`src/rtl/gf163_ds_mul.sv`:
```
// gf163_ds_mul -- digit-serial GF(2^163) multiplier, f(x) = x^163 + x^7 + x^6 + x^3 + 1.
//
// Consumes DIGIT bits of B per cycle, MSB-first (Horner form):
//   ACC <- ACC*x^DIGIT + A*b_d  (mod f)
// Start-to-done latency is ITER+1 cycles, where ITER = ceil(163/DIGIT).
//
// Optional feature: define GF_MUL_SQR_EN to build a single-cycle squaring path.
// A start with sqr=1 then computes op_a^2 mod f, with a latency of 2 cycles.
//
// Ports:
//   clk     rising-edge clock
//   rst     asynchronous, active-low reset
//   start   one-cycle request, sampled only while idle
//   sqr     squaring request (used only with GF_MUL_SQR_EN)
//   op_a    operand A (163 bits)
//   op_b    operand B (163 bits), ignored for squaring
//   busy    operation in progress
//   done    one-cycle pulse when result becomes valid
//   result  product, held from done until the next accepted start
module gf163_ds_mul #(
    parameter int DIGIT = 4
) (
    input  logic         clk,
    input  logic         rst,
    input  logic         start,
    input  logic         sqr,
    input  logic [162:0] op_a,
    input  logic [162:0] op_b,
    output logic         busy,
    output logic         done,
    output logic [162:0] result
);
    localparam int ITER = (163 + DIGIT - 1) / DIGIT;
    localparam int BW   = ITER * DIGIT;
    localparam int CW   = $clog2(ITER + 1);

    typedef enum logic [1:0] {
        IDLE,
        RUN,
        DONE
`ifdef GF_MUL_SQR_EN
        , SQ
`endif
    } state_t;

    state_t state, state_next;

    logic [162:0]  a_reg;
    logic [BW-1:0] b_reg;
    logic [162:0]  acc;
    logic [CW-1:0] cnt;
    logic [162:0]  acc_next;
    logic [DIGIT-1:0] chunk;

    // Folds every bit at or above position 163 back down, starting from the
    // top bit. Bits produced by one fold may themselves sit at or above 163;
    // because the scan runs downwards, those bits are folded again later in
    // the same scan. This handles widths up to the 325 bits of a square.
    function automatic logic [162:0] gf_reduce(input logic [324:0] v);
        logic [324:0] t;
        int unsigned  i;
        t = v;
        for (int unsigned k = 0; k < 162; k++) begin
            i = 324 - k;
            if (t[i]) begin
                t[i]           = 1'b0;
                t[i-163 +: 8] ^= 8'b1100_1001;
            end
        end
        return t[162:0];
    endfunction

    assign chunk = b_reg[BW-1 -: DIGIT];

    // Reduction is linear, so the shifted ACC and the partial product A*b_d
    // are XORed first and then reduced once.
    always_comb begin
        logic [324:0] wide;
        wide = '0;
        wide[162+DIGIT:DIGIT] = acc;
        for (int unsigned j = 0; j < DIGIT; j++) begin
            if (chunk[j]) wide ^= 325'(a_reg) << j;
        end
        acc_next = gf_reduce(wide);
    end

`ifdef GF_MUL_SQR_EN
    logic [162:0] sq_next;
    always_comb begin
        logic [324:0] spread;
        spread = '0;
        for (int unsigned i = 0; i < 163; i++) spread[2*i] = a_reg[i];
        sq_next = gf_reduce(spread);
    end
`else
    logic sqr_unused;
    assign sqr_unused = sqr;
`endif

    always_ff @(posedge clk or negedge rst) begin
        if (!rst) state <= IDLE;
        else      state <= state_next;
    end

    always_comb begin
        state_next = state;
        case (state)
            IDLE: begin
                if (start) begin
`ifdef GF_MUL_SQR_EN
                    state_next = sqr ? SQ : RUN;
`else
                    state_next = RUN;
`endif
                end
            end
            RUN:  if (cnt == CW'(ITER - 1)) state_next = DONE;
`ifdef GF_MUL_SQR_EN
            SQ:   state_next = DONE;
`endif
            DONE: state_next = IDLE;
            default: state_next = IDLE;
        endcase
    end

`ifdef GF_MUL_SQR_EN
    assign busy = (state == RUN) || (state == SQ);
`else
    assign busy = (state == RUN);
`endif

    // done is registered: it is raised on the edge that leaves DONE,
    // together with the result update.
    always_ff @(posedge clk or negedge rst) begin
        if (!rst) begin
            a_reg  <= '0;
            b_reg  <= '0;
            acc    <= '0;
            cnt    <= '0;
            result <= '0;
            done   <= 1'b0;
        end else begin
            done <= 1'b0;
            case (state)
                IDLE: begin
                    if (start) begin
                        a_reg <= op_a;
                        b_reg <= BW'(op_b);
                        acc   <= '0;
                        cnt   <= '0;
                    end
                end
                RUN: begin
                    acc   <= acc_next;
                    b_reg <= b_reg << DIGIT;
                    cnt   <= cnt + CW'(1);
                end
`ifdef GF_MUL_SQR_EN
                SQ: acc <= sq_next;
`endif
                DONE: begin
                    result <= acc;
                    done   <= 1'b1;
                end
                default: ;
            endcase
        end
    end
endmodule

```
`config.mk`:
```
export PLATFORM = sky130hd
export DESIGN_NAME = gf163_ds_mul
export DESIGN_NICKNAME = d
export VERILOG_FILES = /design/src/rtl/gf163_ds_mul.sv
export SDC_FILE = /design/constraint.sdc
export NUM_CORES = 2
export LEC_CHECK = 0
export BUFFER_PORTS_ARGS = -buffer_cell sky130_fd_sc_hd__buf_2
export CAP_MARGIN = 20
export CORE_MARGIN = 8
export CORE_UTILIZATION = 62
export DETAILED_ROUTE_END_ITERATION = 10
export PLACE_DENSITY = 0.86
export SYNTH_ARGS = -nofsm -noshare
export SYNTH_HDL_FRONTEND = slang
export SYNTH_SLANG_ARGS = --single-unit
```
`constraint.sdc`:
```
create_clock -name clk -period 5 [get_ports clk]
set_clock_uncertainty 0.15 [all_clocks]
set_input_delay 1.5 -clock clk [delete_from_list [all_inputs] [get_ports clk]]
set_output_delay 1.5 -clock clk [all_outputs]
set_load 0.005 [all_outputs]
```
==> reports/metrics.yaml <==
status: "finished clean"
portBuffers: 493
ys_seq_area_share_pct: 48.7
insertion_delay_ns: 0.61
core_mm2: 0.0547
cts_root_buffer: "clkbuf_16"
largest_reg_flops: 164
synthTopCellsByCount: "1947 x nand2_1, 662 x dfrtp_1, 487 x xnor2_1, 322 x o21ai_0, 162 x xor2_1"
multi_input_area_mm2: 0.0163
finalSetupViolations: 0
period_minus_slack_ns: 3.48
period_share_pct: 69.5
post-cts-setup-buffers: 0
yosys_warnings: 0
end_kind: "output port"
cts_buffer_depth: 3
pre_cts_slack_ns: 1.28
internal-power_mw: 13.0
drc: 0
die_h_um: 250
drive_above_1_share_pct: 14.7
overflow: 0
r2r_cells: 5
grt_max_degree: 168
hold_viol_final: 0
hold_path_depth: 2
pwr-share-clk_pct: 25.8
swShare_pct: 35.1
max-cap-violations: 0
cts_buffers: 71
num_io_pins: 495
cp.required_ns: 3.35
peakVddDrop_v: 0.000317
cts_resized: 0
tns_ns: 0
maxSlewHeadroom_pct: 27.1
yosysMostFrequentCell: "nand2_1"
synth_ff_type: "dfrtp_1"
worst_setup_path_start_kind: "flip-flop"
path_class: "reg -> out"
clock_sinks: 662
slowest_stage: "dfrtp_4"
syn-num-nets: 4382
rows: 86
ctsHoldBuffers: 0
slowest_delay_ns: 0.89
synthCells: 4050
wl_um: 94900
dp_hpwl_um: 62500
final_antenna_net_count: 0
rsz0062_at_grt: "false"
clock.fmax_mhz: 288
antenna_found_initial: 20
first_pass_iters: 5
synth_top_cell_area_share_pct: 48.7
setup_ws_ns: 1.52
dp_cells: 5036
synthArstFlopShare_pct: 100
powerDensity_mw_per_mm2: 513
die-area_mm2: 0.0626
synth_edf_count: 0
path_clk_slew_ns: 0.06
combPwrFrac_pct: 30.4
sequentialPowerShare_pct: 43.8
post_drt_wl_per_cell_um: 18.3
dieWidth_um: 250
yosysTopAreaCell: "dfrtp_1"
critPathMaxFanout: 62
n_fill_cell: 3911
start_util_pct: 62.2
hp-class: "reg -> reg"
arrival_ns: 1.83
crit_chain: "nand2b_4, inv_1, buf_2"
grt_pass1_wl_um: 154000
synth.distinct_cells: 27
syn_avg_cell_area_um2: 8.40
final_cell_count_no_fill: 5175
area_growth_pct: 15.0
place_congestion: 0.858
drt_iter0_drc: 2385
first_global_vias: 29300
synth-seq-cells: 662
cts_tree: "yes"
netlist_area_mm2: 0.0340
worst_slew_pin_slew_ns: 1.09
grtUsageTotal_pct: 30.0
switching_power_mw: 7.04
ff_latch_area_mm2: 0.0166
synth.area.top_cells: "dfrtp_1 49%, nand2_1 21%, xnor2_1 13%, o21ai_0 4.7%, xor2_1 4.2%"
power_leakage_nw: 18.0
cts_max_level: 3
viasPerCell: 5.59
slew_viol_final: 0
vias: 28900
fin_nets: 4737
## cell usage in the layout (no fill, tap or decap)
cell | Yosys | final
a22oi_1 | 159 | 159
o21ai_1 | 2 | 2
diode_2 | 0 | 14
a22o_1 | 9 | 9
nand2_1 | 1947 | 1947
buf_8 | 0 | 1
inv_1 | 4 | 3
nand4_1 | 3 | 3
nand2_2 | 1 | 1
xor2_1 | 162 | 162
dfrtp_4 | 0 | 6
ha_1 | 2 | 2
nand2b_4 | 0 | 3
inv_6 | 0 | 6
o31ai_1 | 1 | 1
clkinv_2 | 0 | 5
buf_2 | 110 | 492
nor2b_1 | 9 | 7
dfrtp_1 | 662 | 656
buf_12 | 0 | 17
o211ai_1 | 1 | 1
bufinv_16 | 0 | 4
o21bai_4 | 0 | 1
a21oi_1 | 6 | 6
xnor2_1 | 487 | 487
clkbuf_16 | 0 | 71
buf_4 | 10 | 27
o21ai_0 | 322 | 322
clkbuf_8 | 0 | 10
xnor3_1 | 6 | 6
nand3_1 | 2 | 2
xnor2_2 | 3 | 3
clkbuf_1 | 122 | 26
nor2_1 | 3 | 3
nor2b_4 | 0 | 2
clkinv_8 | 0 | 4
## worst paths after layout
check | slack, ns | end | startpoint
min in group asynchronous | 0.80 | result[90] | rst
max reg2reg | 1.59 | a_reg[97] | state[0]
max | 1.52 | busy | state[0]
min | 0.32 | result[85] | result[85]
max in group asynchronous | 2.84 | a_reg[140] | rst
min reg2reg | 0.32 | result[85] | result[85]
## routing by layer
layer / vias up / routed length [um] / global-route usage, %
li1: 13500 / - / -
met4: 18 / 4680 / 15.0
met2: 1186 / 45000 / 48.5
met3: 275 / 8040 / 7.50
met5: - / 116 / 0
met1: 14000 / 37100 / 37.5
## power by group through the flow
stage	sequential [mW]	clock [mW]	combinational, mW
after global placement	8.77	0	5.83
after CTS	8.76	5.24	6.14
after detailed placement	8.82	0	6.05
after global routing	9.00	5.45	6.83
after floorplan	8.30	0	4.28
final	8.79	5.17	6.10
## critical path, delay by kind of cell, from the launching register on
kind,cells,cell delay [ns]
buf+inv,2,0.23
flops,1,0.89
simple gates,1,0.07
## kinds of logic after synthesis
group           Yosys count  share of synthesized area [%]
fa+ha+maj                 2                         0.0736
simple gates           1968                           21.8
compound gates          501                           8.66
flops                   662                           48.7
xor+xnor                658                           17.3
buf+inv                 259                           3.46
## layout make-up
cell class                      instances  share of cell area, %
Sequential cell                       662                   42.4
Inverter                                4                 0.0512
Antenna cell                           14                 0.0895
Timing Repair Buffer                  537                   7.72
Multi-Input combinational cell       3129                   41.7
Clock inverter                         18                  0.649
Tap cell                              704                   2.25
Clock buffer                          107                   5.14
## through the flow
step / power, mW / cell area (um^2) / hold WS (ns) / util, %
6_report: 20.1 / 39100 / 0.318 / 71.6
5_1_grt: 21.3 / 39100 / 0.337 / 71.5
4_1_cts: 20.1 / 39100 / 0.321 / 71.5
3_5_place_dp: 14.9 / 36800 / 0.307 / 67.4
3_3_place_gp: 14.6 / 36800 / 0.304 / 67.4
2_1_floorplan: 12.6 / 34000 / 0.300 / -
No activity file was read; power rests on OpenSTA's default activity.
